==> src/rtl/raster_scheduler.sv <==
// raster_scheduler: triangle FIFO + issue FSM in front of the rasterizer, with frame-buffer swapping.
// Optional macro CULL_DEGENERATE_EN drops zero-area triangles before they reach the rasterizer.
`default_nettype none

module raster_scheduler #(
  parameter int          FIFO_DEPTH = 4,
  parameter logic [25:0] FB0_BASE   = 26'h000_0000,
  parameter logic [25:0] FB1_BASE   = 26'h004_B000
) (
  input  logic        clock,
  input  logic        reset,
  input  logic        tri_valid,
  output logic        tri_ready,
  input  logic [31:0] tri_x1,
  input  logic [31:0] tri_y1,
  input  logic [31:0] tri_x2,
  input  logic [31:0] tri_y2,
  input  logic [31:0] tri_x3,
  input  logic [31:0] tri_y3,
  input  logic [23:0] tri_c1,
  input  logic [23:0] tri_c2,
  input  logic [23:0] tri_c3,
  input  logic        tri_last,
  output logic [31:0] rast_x1,
  output logic [31:0] rast_y1,
  output logic [31:0] rast_x2,
  output logic [31:0] rast_y2,
  output logic [31:0] rast_x3,
  output logic [31:0] rast_y3,
  output logic [23:0] rast_color1,
  output logic [23:0] rast_color2,
  output logic [23:0] rast_color3,
  output logic [25:0] rast_addr,
  output logic        rast_valid,
  output logic        rast_last,
  input  logic        rast_fetch,
  input  logic        rast_done,
  output logic [25:0] display_base,
  output logic        frame_done,
  output logic [15:0] tri_issued,
  output logic [15:0] cull_count
);

  localparam int          AW       = $clog2(FIFO_DEPTH);
  localparam int          EW       = 6 * 32 + 3 * 24 + 1;
  localparam logic [AW:0] FULL_CNT = (AW + 1)'(FIFO_DEPTH);

  localparam logic [1:0] IDLE  = 2'd0;
  localparam logic [1:0] RUN   = 2'd1;
  localparam logic [1:0] FLUSH = 2'd2;
  localparam logic [1:0] SWAP  = 2'd3;

  logic [EW-1:0] mem [FIFO_DEPTH];
  logic [AW-1:0] wr_ptr;
  logic [AW-1:0] rd_ptr;
  logic [AW:0]   count;
  logic [AW:0]   count_next;
  logic [EW-1:0] head;
  logic [1:0]    state;
  logic          back_sel;
  logic          push;
  logic          pop;
  logic          empty;
  logic          degenerate;
  logic          cull;
  logic          issue;

  assign empty = (count == '0);
  assign push  = tri_valid && tri_ready;
  assign head  = mem[rd_ptr];
  assign pop   = (state == IDLE) && !empty;
  assign cull  = pop && degenerate;
  assign issue = pop && !degenerate;

  // Entry layout, LSB first: x1 y1 x2 y2 x3 y3 c1 c2 c3 last
  always_ff @(posedge clock) begin
    if (push) begin
      mem[wr_ptr] <= {tri_last, tri_c3, tri_c2, tri_c1,
                      tri_y3, tri_x3, tri_y2, tri_x2, tri_y1, tri_x1};
    end
  end

  always_comb begin
    count_next = count;
    if (push && !pop) begin
      count_next = count + 1'b1;
    end else if (pop && !push) begin
      count_next = count - 1'b1;
    end
  end

  // tri_ready is computed from the next occupancy so it never depends combinationally on pop
  always_ff @(posedge clock or negedge reset) begin
    if (!reset) begin
      wr_ptr    <= '0;
      rd_ptr    <= '0;
      count     <= '0;
      tri_ready <= 1'b0;
    end else begin
      if (push) wr_ptr <= wr_ptr + 1'b1;
      if (pop)  rd_ptr <= rd_ptr + 1'b1;
      count     <= count_next;
      tri_ready <= (count_next != FULL_CNT);
    end
  end

`ifdef CULL_DEGENERATE_EN
  logic signed [63:0] dx21;
  logic signed [63:0] dy31;
  logic signed [63:0] dx31;
  logic signed [63:0] dy21;
  logic signed [63:0] area;

  assign dx21 = $signed({{32{head[95]}},  head[95:64]})   - $signed({{32{head[31]}}, head[31:0]});
  assign dy31 = $signed({{32{head[191]}}, head[191:160]}) - $signed({{32{head[63]}}, head[63:32]});
  assign dx31 = $signed({{32{head[159]}}, head[159:128]}) - $signed({{32{head[31]}}, head[31:0]});
  assign dy21 = $signed({{32{head[127]}}, head[127:96]})  - $signed({{32{head[63]}}, head[63:32]});
  assign area = (dx21 * dy31) - (dx31 * dy21);
  assign degenerate = (area == 64'sd0);
`else
  assign degenerate = 1'b0;
`endif

  always_ff @(posedge clock or negedge reset) begin
    if (!reset) begin
      state       <= IDLE;
      back_sel    <= 1'b0;
      rast_x1     <= '0;
      rast_y1     <= '0;
      rast_x2     <= '0;
      rast_y2     <= '0;
      rast_x3     <= '0;
      rast_y3     <= '0;
      rast_color1 <= '0;
      rast_color2 <= '0;
      rast_color3 <= '0;
      rast_valid  <= 1'b0;
      rast_last   <= 1'b0;
      frame_done  <= 1'b0;
      tri_issued  <= '0;
      cull_count  <= '0;
    end else begin
      frame_done <= 1'b0;
      case (state)
        IDLE: begin
          if (issue) begin
            rast_x1     <= head[31:0];
            rast_y1     <= head[63:32];
            rast_x2     <= head[95:64];
            rast_y2     <= head[127:96];
            rast_x3     <= head[159:128];
            rast_y3     <= head[191:160];
            rast_color1 <= head[215:192];
            rast_color2 <= head[239:216];
            rast_color3 <= head[263:240];
            rast_last   <= head[264];
            rast_valid  <= 1'b1;
            tri_issued  <= tri_issued + 16'd1;
            state       <= RUN;
          end else if (cull) begin
            cull_count <= cull_count + 16'd1;
            // A culled frame-ending triangle still closes the frame
            if (head[264]) begin
              frame_done <= 1'b1;
              state      <= SWAP;
            end
          end
        end
        RUN: begin
          if (rast_fetch) begin
            rast_valid <= 1'b0;
            state      <= rast_last ? FLUSH : IDLE;
          end
        end
        FLUSH: begin
          if (rast_done) begin
            frame_done <= 1'b1;
            state      <= SWAP;
          end
        end
        SWAP: begin
          back_sel <= ~back_sel;
          state    <= IDLE;
        end
        default: state <= IDLE;
      endcase
    end
  end

  assign rast_addr    = back_sel ? FB1_BASE : FB0_BASE;
  assign display_base = back_sel ? FB0_BASE : FB1_BASE;

endmodule

`default_nettype wire
==> config.mk <==
export PLATFORM = sky130hd
export DESIGN_NAME = raster_scheduler
export DESIGN_NICKNAME = d
export VERILOG_FILES = /design/src/rtl/raster_scheduler.sv
export SDC_FILE = /design/constraint.sdc
export NUM_CORES = 1
export LEC_CHECK = 0
export ABC_AREA = 1
export BUFFER_PORTS_ARGS = -buffer_cell sky130_fd_sc_hd__buf_2
export CAP_MARGIN = 20
export CORE_ASPECT_RATIO = 1.75
export CORE_UTILIZATION = 31
export CTS_CLUSTER_SIZE = 16
export DETAILED_ROUTE_END_ITERATION = 8
export HOLD_SLACK_MARGIN = 0.02
export PLACE_DENSITY = 0.51
export SYNTH_ARGS = -nofsm -noshare
export SYNTH_HDL_FRONTEND = slang
export SYNTH_SLANG_ARGS = --single-unit
export TNS_END_PERCENT = 50
==> constraint.sdc <==
create_clock -name clock -period 21.8 [get_ports clock]
set_input_delay 4.36 -clock clock [delete_from_list [all_inputs] [get_ports clock]]
set_output_delay 4.36 -clock clock [all_outputs]
set_load 0.005 [all_outputs]
-- Word level (Yosys, flattened, before mapping)
Memories as Yosys holds them, arrays and structs flattened. A register that Yosys moved wholly into a read port is not among the register bits.
Cells that the tools add are included.
- add/sub/neg operators: 5
- equal/unequal tests: 7
- muxes and demuxes: 16
- bitwise gates (word level): 1
- reduce and logical (&&, ||, !) cells: 14
- operators by type and width (kind ; number):
    two-way mux 19 bit ; 2
    adder 16 x 1 -> 16 bit, second input constant ; 1
    two-way mux 2 bit ; 4
    one-hot mux 2 bit (4 select lines) ; 1
    two-way mux 1 bit ; 6
    two-way mux 3 bit ; 2
    inequality test 2 bit, second input constant ; 3
    AND reduction 3 bit ; 2
    adder 2 x 1 -> 2 bit, second input constant ; 2
    equality test 2 bit, second input constant ; 2
    logical AND 1 bit ; 4
    logical NOT 1 bit ; 4
    adder 3 x 1 -> 3 bit, second input constant ; 1
    logical NOT 3 bit ; 1
    inequality test 3 bit, second input constant ; 1
    subtractor 3 x 1 -> 3 bit, second input constant ; 1
    equality test 2 x 1 -> 1 bit, second input constant ; 1
    logical NOT 2 bit ; 1
    one-hot mux 1 bit (2 select lines) ; 1
    AND reduction 2 bit ; 1
    nonzero test 2 bit ; 1
    NOT 1 bit ; 1
- bits in registers: 29
- bits in writable memories: 1060
- bits of input ports: 270
- output and inout bits: 352
- logic and storage cells: 53
- memories: 1
- memories (memory ; words ; width ; read ports ; clocked after memory_dff ; wr ports ; RTL line ; text):
    mem ; 4 ; 265 ; 1 ; 1 ; 1 ; 53 ; logic [EW-1:0] mem [FIFO_DEPTH];

-- Longest topological paths before layout
Gate-level depths: netlist (run 1).
- depth in word-level cells: 7
- gate-level depth with buffers: 11
- gate-level depth less buffers: 10

-- Worst setup path before layout (run 1)
Ideal clock, no wire load.
- kind: input to register
- from: in tri_valid
- to: mem mem[0][0] (netlist bit), enable pin
- setup time: 0.897 ns
- arrival: 15.492 ns
- path slack: 5.411 ns
- stages on the path: 2
- buffers on the path: 0
- cells stage by stage: nand2_1 nor2_1
- longest elaborated chain between the ends: 3
- RTL lines (element ; RTL line ; text):
    start, declared ; 12 ; input logic tri_valid,
    logical AND 1 bit ; 69 ; assign push = tri_valid && tri_ready;
    two-way mux 1 bit ; 77 ; if (push) begin
    two-way mux 1 bit (implied by the code) ; 78 ; mem[wr_ptr] <= {tri_last, tri_c3, tri_c2, tri_c1,
    end, declared ; 53 ;
No other way between the ends.

-- Worst setup path after layout (run 1)
- from: in tri_valid
- to: mem mem[2][230] (netlist bit), enable pin
Same word-level chain as after synthesis.

==> results of run 1 <==
==> kinds of logic after synthesis <==
| family | Yosys count | synth area share, % |
|---|---|---|
| buffers and inverters | 333 | 3.46 |
| AO/OA/AOI/OAI | 807 | 8.59 |
| XOR/XNOR | 11 | 0.189 |
| other | 1 | 0.00736 |
| AND/OR/NAND/NOR | 1436 | 10.7 |
| flip-flops | 1354 | 76.9 |
| adder cells (fa/ha/maj) | 8 | 0.196 |
==> layout make-up <==
cell class / instances / area share (%)
Clock inverter: 46 / 0.852
Tap cell: 2178 / 4.54
Timing Repair Buffer: 602 / 5.29
Clock buffer: 197 / 6.64
Inverter: 30 / 0.256
Sequential cell: 1354 / 65.2
Multi-Input combinational cell: 2322 / 17.1
Antenna cell: 24 / 0.100
==> tightest hold or removal path, cell delays in order, from the launching register on <==
cell and delay [ns]:
dfrtp_1 0.34, nand2_1 0.05, nand2_1 0.05
==> per-stage QoR <==
| stage | hold WS [ns] | total power, W |
|---|---|---|
| CTS | 0.477 | 0.00884 |
| detailed placement | 0.457 | 0.00645 |
| floorplan | 0.465 | 0.00559 |
| global route | 0.505 | 0.00925 |
| finish | 0.474 | 0.00867 |
| global placement | 0.458 | 0.00639 |
==> cell usage in the layout (no fill, tap or decap) <==
cell type   instances
edfxtp_1         1060
nor3b_1             1
o21ai_0           539
nor2_2              1
nor2_4              5
clkinvlp_4          4
o22ai_1             2
nand2_4             1
buf_4              37
inv_6               5
conb_1             60
clkbuf_16         143
nor2_1           1345
a31oi_1           265
nand4_1             1
buf_2             560
clkinv_4            3
nand3b_1            2
dfrtp_1           292
xnor2_1             3
buf_8               1
nand2_1            69
inv_16              1
inv_1              27
o31ai_1             1
clkinv_1            5
xor2_1              8
diode_2            24
clkinv_2           18
dfrtp_4             2
buf_12              4
clkinv_8            4
nand3_1            11
bufinv_16           9
clkbuf_1           33
clkbuf_8           21
ha_1                8
==> where the power goes <==
group          leakage [nW]  switching (W)  internal [W]
sequential             13.0       0.000252       0.00348
clock                  2.21       0.000973       0.00139
combinational          6.23        0.00178      0.000799
total                  21.4        0.00300       0.00567
==> sequential cells by signal (all words and copies together) (netlist names), 2 cells and up, named ones only <==
register / flops
rast_x1: 32
rast_x2: 32
rd_ptr: 2
tri_issued: 16
wr_ptr: 2
rast_y2: 32
rast_color1: 24
rast_color3: 24
rast_color2: 24
count: 3
rast_y3: 32
mem: 1060
rast_y1: 32
rast_x3: 32
==> routing by layer <==
metal	share of wire, %	track usage, %	vias up
li1	-	-	14800
met2	49	25.9	796
met4	2.5	5.23	62
met3	8.0	5.26	266
met5	0.29	0	-
met1	41	18.2	15300
==> worst paths after layout <==
kind                                                    end  slack, ns  depth (start not counted)
worst min-delay path                 rast_valid$_DFFE_PN0P_       0.47                          2
max in group asynchronous           rast_x2[16]$_DFFE_PN0P_      15.21                          4
worst min register to register       rast_valid$_DFFE_PN0P_       0.47                          2
min in group asynchronous       rast_color1[23]$_DFFE_PN0P_       3.54                          1
worst max-delay path                  mem[2][230]$_DFFE_PP_      14.14                          6
worst max register to register        mem[2][230]$_DFFE_PP_      17.40                          5
==> summary.md, run 1 <==
| Metric | Value |
|---|---|
| Outcome | finished, final reports clean |
| Vias in the first global route | roughly 31,000 |
| Total leakage power | around 21 nW |
| DP HPWL | roughly 70,000 um |
| DRC | 0 |
| Reg area | a little under 40,000 sq um |
| Type of origin of the critical path | primary input |
| Min-Delay Path Class | reg2reg |
| Vias per Instance | 4.62 |
| Worst skew pair latency | 0.77 ns |
| WL/cell | ~19 um |
| Minimum clock period | roughly 7.7 ns |
| Io pins | roughly 620 |
| Place WS | 13.21 ns |
| Number of cell rows | between 150 and 200 |
| Setup tns final | 0 ns |
| Post-CTS setup buffer count | 0 |
| Clock root buffer | clkbuf_16 |
| Clock sink count | 1,354 |
| Count leader, synth | nor2_1 |
| Post-route cell area | approximately 60,000 sq um |
| Area of the multi-input gates | between 10,000 and 15,000 sq um |
| Inst Count DP | ~6,500 |
| Routed Antenna Nets | 0 |
| Max-slew headroom | 22.3% |
| Yosys cell types | 26 |
| Fill cells | ~16,000 |
| Post_cts resized | 0 |
| RSZ-0062 raised after global routing | no |
| CTS tree | done |
| Cells after Synth | between 3,000 and 4,000 |
| Core box area | roughly 160,000 sq um |
| Worst path bufs/invs | 4 |
| Dominant synthesized flop cell | edfxtp_1 |
| Syn-to-layout area delta | 17.9% |
| Post-Layout Cell Count | roughly 6,800 |
| Vias | roughly 31,000 |
| Layout cell share with drive strength beyond 1 | between 10% and 20% |
| Initial antenna violation count | 52 |
| Worst IR Drop VDD | between 0.08 and 0.09 mV |
| Critical path arrival | around 8 ns |
| Fin util | a little under two fifths |
| Critical Path RT | roughly 22 ns |
| Yosys reg bits | 1,354 |
| Gr usage total | roughly 15% |
| Die Wd | between 300 and 400 um |
| CP startpoint | tri_valid |
| Final setup margin | 14.14 ns |
| Max Root-Sink Buffers | 4 |
| Final #Nets | ~4,700 |
| Post-synth ARST share | 21.7% |
| Yosys warning total | 0 |
| CP max-delay cell | buf_4 |
| Number of synthesized flops with an enable pin | approximately 1,100 |
| DP Area | ~56,000 sq um |
| CTS Buf Count | between 100 and 150 |
| Fin Clk Skew | ~0.038 ns |
| GRT overflow | 0 |
| Hold_sp | rast_valid$_DFFE_PN0P_ |
| Commonest cells in the netlist | nor2_1 (1,349), edfxtp_1 (1,060), o21ai_0 (539) |
| First-pass GRT wire length | around 200,000 um |
| Cts hold-fix bufs | 0 |
| Port bufs | about 560 |
| Top delay family on crit path | buffers and inverters |
| Area leader, netlist | edfxtp_1 |
| Synth area leaders | edfxtp_1 (62%), dfrtp_1 (14%), nor2_1 (9.9%) |
| Max-cap violations | 0 |
| Least-Margin Pin Slew | 1.17 ns |
| Height of the die | 538 um |
| CTS H-tree depth | 4 |
| Syn avg cell area | 12.9 sq um |
| CP Class | in2reg |
| Setup violators final | 0 |
| Yosys top cell area share | between 60% and 70% |
| Crit-path cells | buf_2 > nand2_1 > nor2_4 > buf_4 > buf_4 > buf_4 |
| Slew Viols, Final | 0 |
| Final Cycle Share | a little over a third |
| Crit-path max FO | 53 |
| DIE AREA | roughly 170,000 sq um |
| Post-synthesis sequential area ratio | approximately three quarters |
| Drt pass-1 iters | 7 |
| Worst setup EP type | register |
| Largest net degree at the start of global routing | ~220 |
| Most used cell, CP | buf_4 |
| Final WL | 130,000 um |
| Clock transition at the registers of the reported paths | ~0.060 ns |
| Max Freq | 131 MHz |
| Critical R2R Launch | tri_ready$_DFF_PN0_ |
| Initial core utilization | a little under a third |
| Max incr delay on CP | around 0.83 ns |
| Mapped cell area | 51,000 sq um |
| Initial drt markers | 1,857 |
| Gpl congestion | approximately 0.75 |
| Final number of hold-violating endpoints | 0 |
| Power Dens Cells | around 140 nW/um^2 |
Note: power is estimated with default switching activity, not from simulation.
==> inputs of run 2 (changes only) <==
==> constraint.sdc (replaced) <==
create_clock -name clock -period 7.2 [get_ports clock]
set_input_delay 1.44 -clock clock [delete_from_list [all_inputs] [get_ports clock]]
set_output_delay 1.44 -clock clock [all_outputs]
set_load 0.005 [all_outputs]
==> run 2 against run 1 <==
Net effect:
- worst hold slack barely moved
- clock-buffer cell count fell by 6
- power rose to 3.0 times the previous value
- largest cell class unchanged
- setup slack got worse by 10 ns
- final area barely moved
- sequential share of layout area barely moved
- first-iteration DRC count rose by 8.1%
- critical path depth did not move
- clock skew fell by 0.014 ns
- via count barely moved
- register-to-register slack got worse by 14 ns
==> summary.md, run 2 (synthesis gave the netlist of run 1 again) <==
| Metric | Value |
|---|---|
| Outcome | finished, final reports clean |
| Max Root-Sink Buffers | 4 (unchanged) |
| Commonest non-fill, non-tap cells in the layout | nor2_1 (1,345), edfxtp_1 (1,060), buf_2 (560) |
| Psw | 0.00909 W (+200%) |
| RSZ-0062 raised after global routing | no |
| Setup tns final | 0 ns (unchanged) |
| Layout cell share with drive strength beyond 1 | 17.5% (-0.48 points) |
| Slew Viols, Final | 0 (unchanged) |
| CTS Buf Count | 139 (unchanged) |
| Vias | 31,200 (+0.045%) |
| CTS H-tree depth | 4 (unchanged) |
| Gpl congestion | 0.755 (+0.88%) |
| Final WL | 130,000 um (-0.21%) |
| WL/cell | 19.3 um (-0.15%) |
| Drt pass-1 iters | 5 (-2) |
| Cts hold-fix bufs | 0 (unchanged) |
| Number of flip-flops in the largest register | 1,060 (unchanged) |
| Biggest register | mem |
| Type of origin of the critical path | register |
| Tot Pwr | 0.0262 W (+200%) |
| Final Cycle Share | 49.0% |
| CP max-delay cell | buf_4 |
| Minimum clock period | 3.53 ns |
| Critical Path RT | 7.86 ns (-14.31 ns) |
| Sequential Power Share | 43.3% (+0.2 points) |
| Vias per Instance | 4.63 (+0.10%) |
| Initial antenna violation count | 56 (+7.7%) |
| Min-Delay Path Class | reg2reg |
| Setup violators final | 0 (unchanged) |
| DRC | 0 (unchanged) |
| Internal | 0.0171 W (+200%) |
| Initial drt markers | 2,007 (+8.1%) |
| Largest net degree at the start of global routing | 209 (-3.7%) |
| Die Wd | 308 um (unchanged) |
| Critical path arrival | 4.18 ns (-3.85 ns) |
| Final #Nets | 4,719 (-0.17%) |
| Clock root buffer | clkbuf_16 |
| Initial core utilization | 31.2% (unchanged) |
| Height of the die | 538 um (unchanged) |
| Vias in the first global route | 30,800 (+0.32%) |
| Met3 Use GR | 5.39% (+0.13 points) |
| Io pins | 622 (unchanged) |
| Post_cts resized | 0 (unchanged) |
| Max Freq | 284 MHz |
| Worst setup EP type | register |
| Gr usage total | 15.3% (-0.072 points) |
| Final number of hold-violating endpoints | 0 (unchanged) |
| Syn-to-layout area delta | 17.9% (about the same) |
| Least-Margin Pin Slew | 1.36 ns (+0.189 ns) |
| Clock sink count | 1,354 (unchanged) |
| Number of cell rows | 196 (unchanged) |
| Max-slew headroom | 9.67% (-13 points) |
| Post-route cell area | 60,100 sq um (about the same) |
| Hold WS | 0.474 ns (-0.000312 ns) |
| Post-CTS setup buffer count | 0 (unchanged) |
| Sw Share | 34.7% (+0.079 points) |
| Routed Antenna Nets | 0 (unchanged) |
| Port bufs | 561 (unchanged) |
| DIE AREA | 166,000 sq um (unchanged) |
| Core box area | 163,000 sq um (unchanged) |
| Clock transition at the registers of the reported paths | 0.06 ns (about the same) |
| Comb power frac | 29.7% (about the same) |
| GRT overflow | 0 (unchanged) |
| Crit-path max FO | 90 (+70%) |
| Routing usage on met1 | 18.7% (+0.45 points) |
| Worst skew pair latency | 0.77 ns (about the same) |
| CTS tree | done |
| Max-cap violations | 0 (unchanged) |
| Total leakage power | 21.4 nW (-0.21%) |
| Fin Clk Skew | 0.0238 ns (-0.0143 ns) |
| Most Crowded Layer GR | met2 |
| DP Area | 55,600 sq um (+0.17%) |
| Clock power share | 27.0% (-0.2 points) |
| First-pass GRT wire length | 194,000 um (-0.34%) |
| Worst IR Drop VDD | 0.271 mV (+200%) |
| Fill cells | 15,700 (+0.24%) |
| Max incr delay on CP | 0.93 ns (+0.10 ns) |
| Power Dens Cells | 436 nW/um^2 (+200%) |
| Commonest non-fill, non-tap cell in the layout | nor2_1 |
| Fin util | 36.8% (about the same) |
| DP HPWL | 70,200 um (-1.6%) |
| CP Class | reg2reg |
| Met2 GRT Util | 24.9% (-1.0 points) |
| Crit-path cells | buf_4 > buf_4 > nor2_1 > nor2_1 > o21ai_0 > a31oi_1 |
==> run 2: cell count changes in the layout (fill, tap and decap cells not counted), sizes merged, moves of 2 or more <==
cell | before | now
buf | 602 | 594
clkbuf | 197 | 191
clkinv | 30 | 37
clkinvlp | 4 | 2
diode | 24 | 26
inv | 33 | 35
==> run 2: worst max-delay path: cells and delay by family, from the launching register on <==
family | cells | cell delay (ns)
AOI/OAI and AO/OA | 2 | 0.31
buffers and inverters | 2 | 1.74
DFF | 1 | 0.86
and+or+nand+nor | 2 | 0.26
==> run 2: stage by stage <==
step                instances  setup slack [ns]
floorplan                4009             -1.82
global placement         6478              3.28
detailed placement       6478              3.28
CTS                      6723              3.68
global route             6735              3.40
finish                   6749              3.67
==> run 2: worst paths after layout <==
kind | start | end | slack, ns | depth (start not counted)
max | rd_ptr[0]$_DFFE_PN0P_ | rast_x2[15]$_DFFE_PN0P_ | 3.67 | 6
min | rast_valid$_DFFE_PN0P_ | rast_valid$_DFFE_PN0P_ | 0.47 | 2
max reg2reg | rd_ptr[0]$_DFFE_PN0P_ | rast_x2[15]$_DFFE_PN0P_ | 3.67 | 6
min reg2reg | rast_valid$_DFFE_PN0P_ | rast_valid$_DFFE_PN0P_ | 0.47 | 2
max in group asynchronous | reset | rast_x2[29]$_DFFE_PN0P_ | 5.00 | 2
min in group asynchronous | reset | rast_color2[7]$_DFFE_PN0P_ | 0.73 | 1
==> run 2: cell type report <==
type	instances	area (sq um)	area share, %
flip-flops and latches	1354	39200	65.2
multi-input cells	2322	10300	17.1
clock buffers	191	3870	6.44
repair buffers	594	3270	5.44
well taps	2178	2730	4.54
clock inverters	54	546	0.908
inverters	30	158	0.262
diodes	26	65.1	0.108
==> run 2: per-layer routing <==
metal	share of wire [%]	up-vias
met5	0.30	-
met2	48	871
met4	2.9	58
met3	8.5	270
met1	41	15200
li1	-	14800
==> run 2: power groups by stage <==
stage / sequential (W) / combinational (W) / clock (W)
after floorplan: 0.0116 / 0.00510 / 0
after global placement: 0.0115 / 0.00792 / 0
after detailed placement: 0.0115 / 0.00805 / 0
after CTS: 0.0114 / 0.00804 / 0.00728
after global routing: 0.0115 / 0.00883 / 0.00755
final: 0.0113 / 0.00779 / 0.00707
==> inputs of run 3 (changes only) <==
--- a/config.mk
+++ b/config.mk
@@ -13,7 +13,7 @@
 export CTS_CLUSTER_SIZE = 16
 export DETAILED_ROUTE_END_ITERATION = 8
 export HOLD_SLACK_MARGIN = 0.02
-export PLACE_DENSITY = 0.51
+export PLACE_DENSITY = 0.53
 export SYNTH_ARGS = -nofsm -noshare
 export SYNTH_HDL_FRONTEND = slang
 export SYNTH_SLANG_ARGS = --single-unit
==> constraint.sdc (replaced) <==
create_clock -name clock -period 2.95 [get_ports clock]
set_input_delay 0.59 -clock clock [delete_from_list [all_inputs] [get_ports clock]]
set_output_delay 0.59 -clock clock [all_outputs]
set_load 0.005 [all_outputs]
==> run 3 against run 2 <==
Net effect:
- sequential share of layout area shrank 3.6 points
- wire length increased by 3.6%
- final area up 5.8%
- flip-flop and latch count is the same
- register-to-register slack lost 2.8 ns
- combinational power increased to 2.7 times the previous value
- critical path depth is 2 higher
- sequential power is 140% higher
- global-route usage increased by 0.60 points
==> summary.md, run 3 (synthesis gave the netlist of run 1 again) <==
| Metric | Value |
|---|---|
| Initial core utilization | 31.2% (unchanged) |
| Max Root-Sink Buffers | 4 (unchanged) |
| Least-Margin Pin Slew | 0.960 ns (-0.395 ns) |
| Hold_sp | tri_x1[5] |
| DP HPWL | 78,800 um (+12%) |
| Post-route cell area | 63,600 sq um (+5.8%) |
| Routed Antenna Nets | 0 (unchanged) |
| Total leakage power | 22.9 nW (+7.2%) |
| CTS Buf Count | 140 (+0.72%) |
| DP Area | 56,400 sq um (+1.4%) |
| Final #Nets | 5,037 (+6.7%) |
| Clock sink count | 1,354 (unchanged) |
| Largest net degree at the start of global routing | 161 (-23%) |
| Outcome | finished, final reports clean |
| Max-cap violations | 0 (unchanged) |
| CTS tree | done |
| Type of origin of the critical path | register |
| Final Cycle Share | 70.9% (+22 points) |
| Crit-path max FO | 77 (-14%) |
| Drt pass-1 iters | 5 (unchanged) |
| Fin Clk Skew | 0.0472 ns (+0.0234 ns) |
| Max Freq | 478 MHz (+69%) |
| DIE AREA | 166,000 sq um (unchanged) |
| Worst setup EP type | register |
| CP Class | reg2reg |
| Layout cell share with drive strength beyond 1 | 17.7% (+0.17 points) |
| Setup violators final | 0 (unchanged) |
| Die Wd | 308 um (unchanged) |
| Vias in the first global route | 32,400 (+5.3%) |
| CP startpoint | count[0]$_DFF_PN0_ |
| Critical path arrival | 2.76 ns (-1.42 ns) |
| Height of the die | 538 um (unchanged) |
| Io pins | 622 (unchanged) |
| Slew Viols, Final | 0 (unchanged) |
| Min-Delay Path Class | in2reg |
| Core box area | 163,000 sq um (unchanged) |
| Port bufs | 561 (unchanged) |
| Number of cell rows | 196 (unchanged) |
| Number of flip-flops in the largest register | 1,060 (unchanged) |
| Critical Path RT | 3.62 ns (-4.24 ns) |
| Final number of hold-violating endpoints | 0 (unchanged) |
| WL/cell | 19.1 um (-0.81%) |
| Vias per Instance | 4.60 (-0.50%) |
| Initial antenna violation count | 21 (-63%) |
| Final WL | 135,000 um (+3.6%) |
| DRC | 0 (unchanged) |
| GRT overflow | 0 (unchanged) |
| Minimum clock period | 2.09 ns (-1.44 ns) |
| Worst skew pair latency | 0.79 ns (+0.02 ns) |
| Setup tns final | 0 ns (unchanged) |
| Commonest non-fill, non-tap cells in the layout | nor2_1 (1,345), edfxtp_1 (1,060), buf_2 (560) |
| Post_cts resized | 0 (unchanged) |
| Clock root buffer | clkbuf_16 |
| Power Dens Cells | 1030 nW/um^2 (+140%) |
| Initial drt markers | 1,745 (-13%) |
| Commonest non-fill, non-tap cell in the layout | nor2_1 |
| Gpl congestion | 0.754 (about the same) |
| First-pass GRT wire length | 200,000 um (+3.5%) |
| RSZ-0062 raised after global routing | no |
| Max-slew headroom | 36.0% (+26 points) |
| Syn-to-layout area delta | 24.7% |
| Biggest register | mem |
| Vias | 32,500 (+4.0%) |
| Gr usage total | 15.9% (+0.60 points) |
| CTS H-tree depth | 4 (unchanged) |
| Critical R2R Launch | count[0]$_DFF_PN0_ |
| Worst IR Drop VDD | 0.673 mV (+150%) |
| Clock transition at the registers of the reported paths | 0.06 ns (about the same) |
[run 3: cell types whose count changed in the layout (fill, tap and decap cells not counted), sizes merged]
cell         before  now
inv              35   34
buf             594  648
clkinv           37   41
bufinv           10   11
diode            26   12
dlygate4sd3       0  263
clkinvlp          2    3
clkbuf          191  186
[run 3: stage by stage]
stage	power, W	setup WS (ns)	std cells	utilization (%)	hold WS, ns
finish	0.0657	0.859	7052	39.0	0.0932
global route	0.0700	0.640	7050	39.0	0.0559
CTS	0.0668	0.816	7040	39.0	0.0212
detailed placement	0.0487	0.819	6532	34.6	0.482
global placement	0.0483	0.888	6532	34.6	0.487
floorplan	0.0404	-2.09	4009	-	0.294
[run 3: layout make-up]
class	instances	area [sq um]
well taps	2178	2730
fillers	15500	99500
clock buffers	186	3880
multi-input cells	2322	10300
clock inverters	59	634
flip-flops and latches	1354	39200
diodes	12	30.0
repair buffers	911	6680
inverters	30	149
[run 3: path summary, 6_finish.rpt]
path | end | slack [ns] | cells after the start
setup / recovery | rast_x2[23]$_DFFE_PN0P_ | 0.86 | 8
hold / removal | mem[1][5]$_DFFE_PP_ | 0.09 | 1
setup reg to reg | rast_x2[23]$_DFFE_PN0P_ | 0.86 | 8
hold reg to reg | rast_valid$_DFFE_PN0P_ | 0.49 | 2
max in group asynchronous | rast_y2[2]$_DFFE_PN0P_ | 1.76 | 3
min in group asynchronous | rast_color2[13]$_DFFE_PN0P_ | 0.38 | 2
[run 3: critical path, stage by stage, from the launching register on]
cell and delay [ns]:
dfrtp_1 0.37, inv_1 0.08, ha_1 0.22, nand2_1 0.13, nand2_4 0.18, inv_16 0.34
buf_12 0.31, nor2_1 0.07, a31oi_1 0.17
[run 3: repair_timing]
item                                   4_1_cts  5_1_grt
endpoints found under the hold margin     1078        0
setup buffers                                0        0
hold buffers                               263        0
setup endpoints to repair                    0        0
[run 3: power by group]
| group | switching [W] | internal [W] |
|---|---|---|
| registers | 0.00165 | 0.0257 |
| logic | 0.0138 | 0.00695 |
| clock network | 0.00732 | 0.0103 |
| total | 0.0228 | 0.0429 |
[run 3: layer usage]
metal  up-vias  share of wire [%]  track usage [%]
met3       240                7.9             5.02
li1      15400                  -                -
met5         -              0.091                0
met2       910                 49             27.4
met4        20                3.0             5.56
met1     15800                 40             18.5
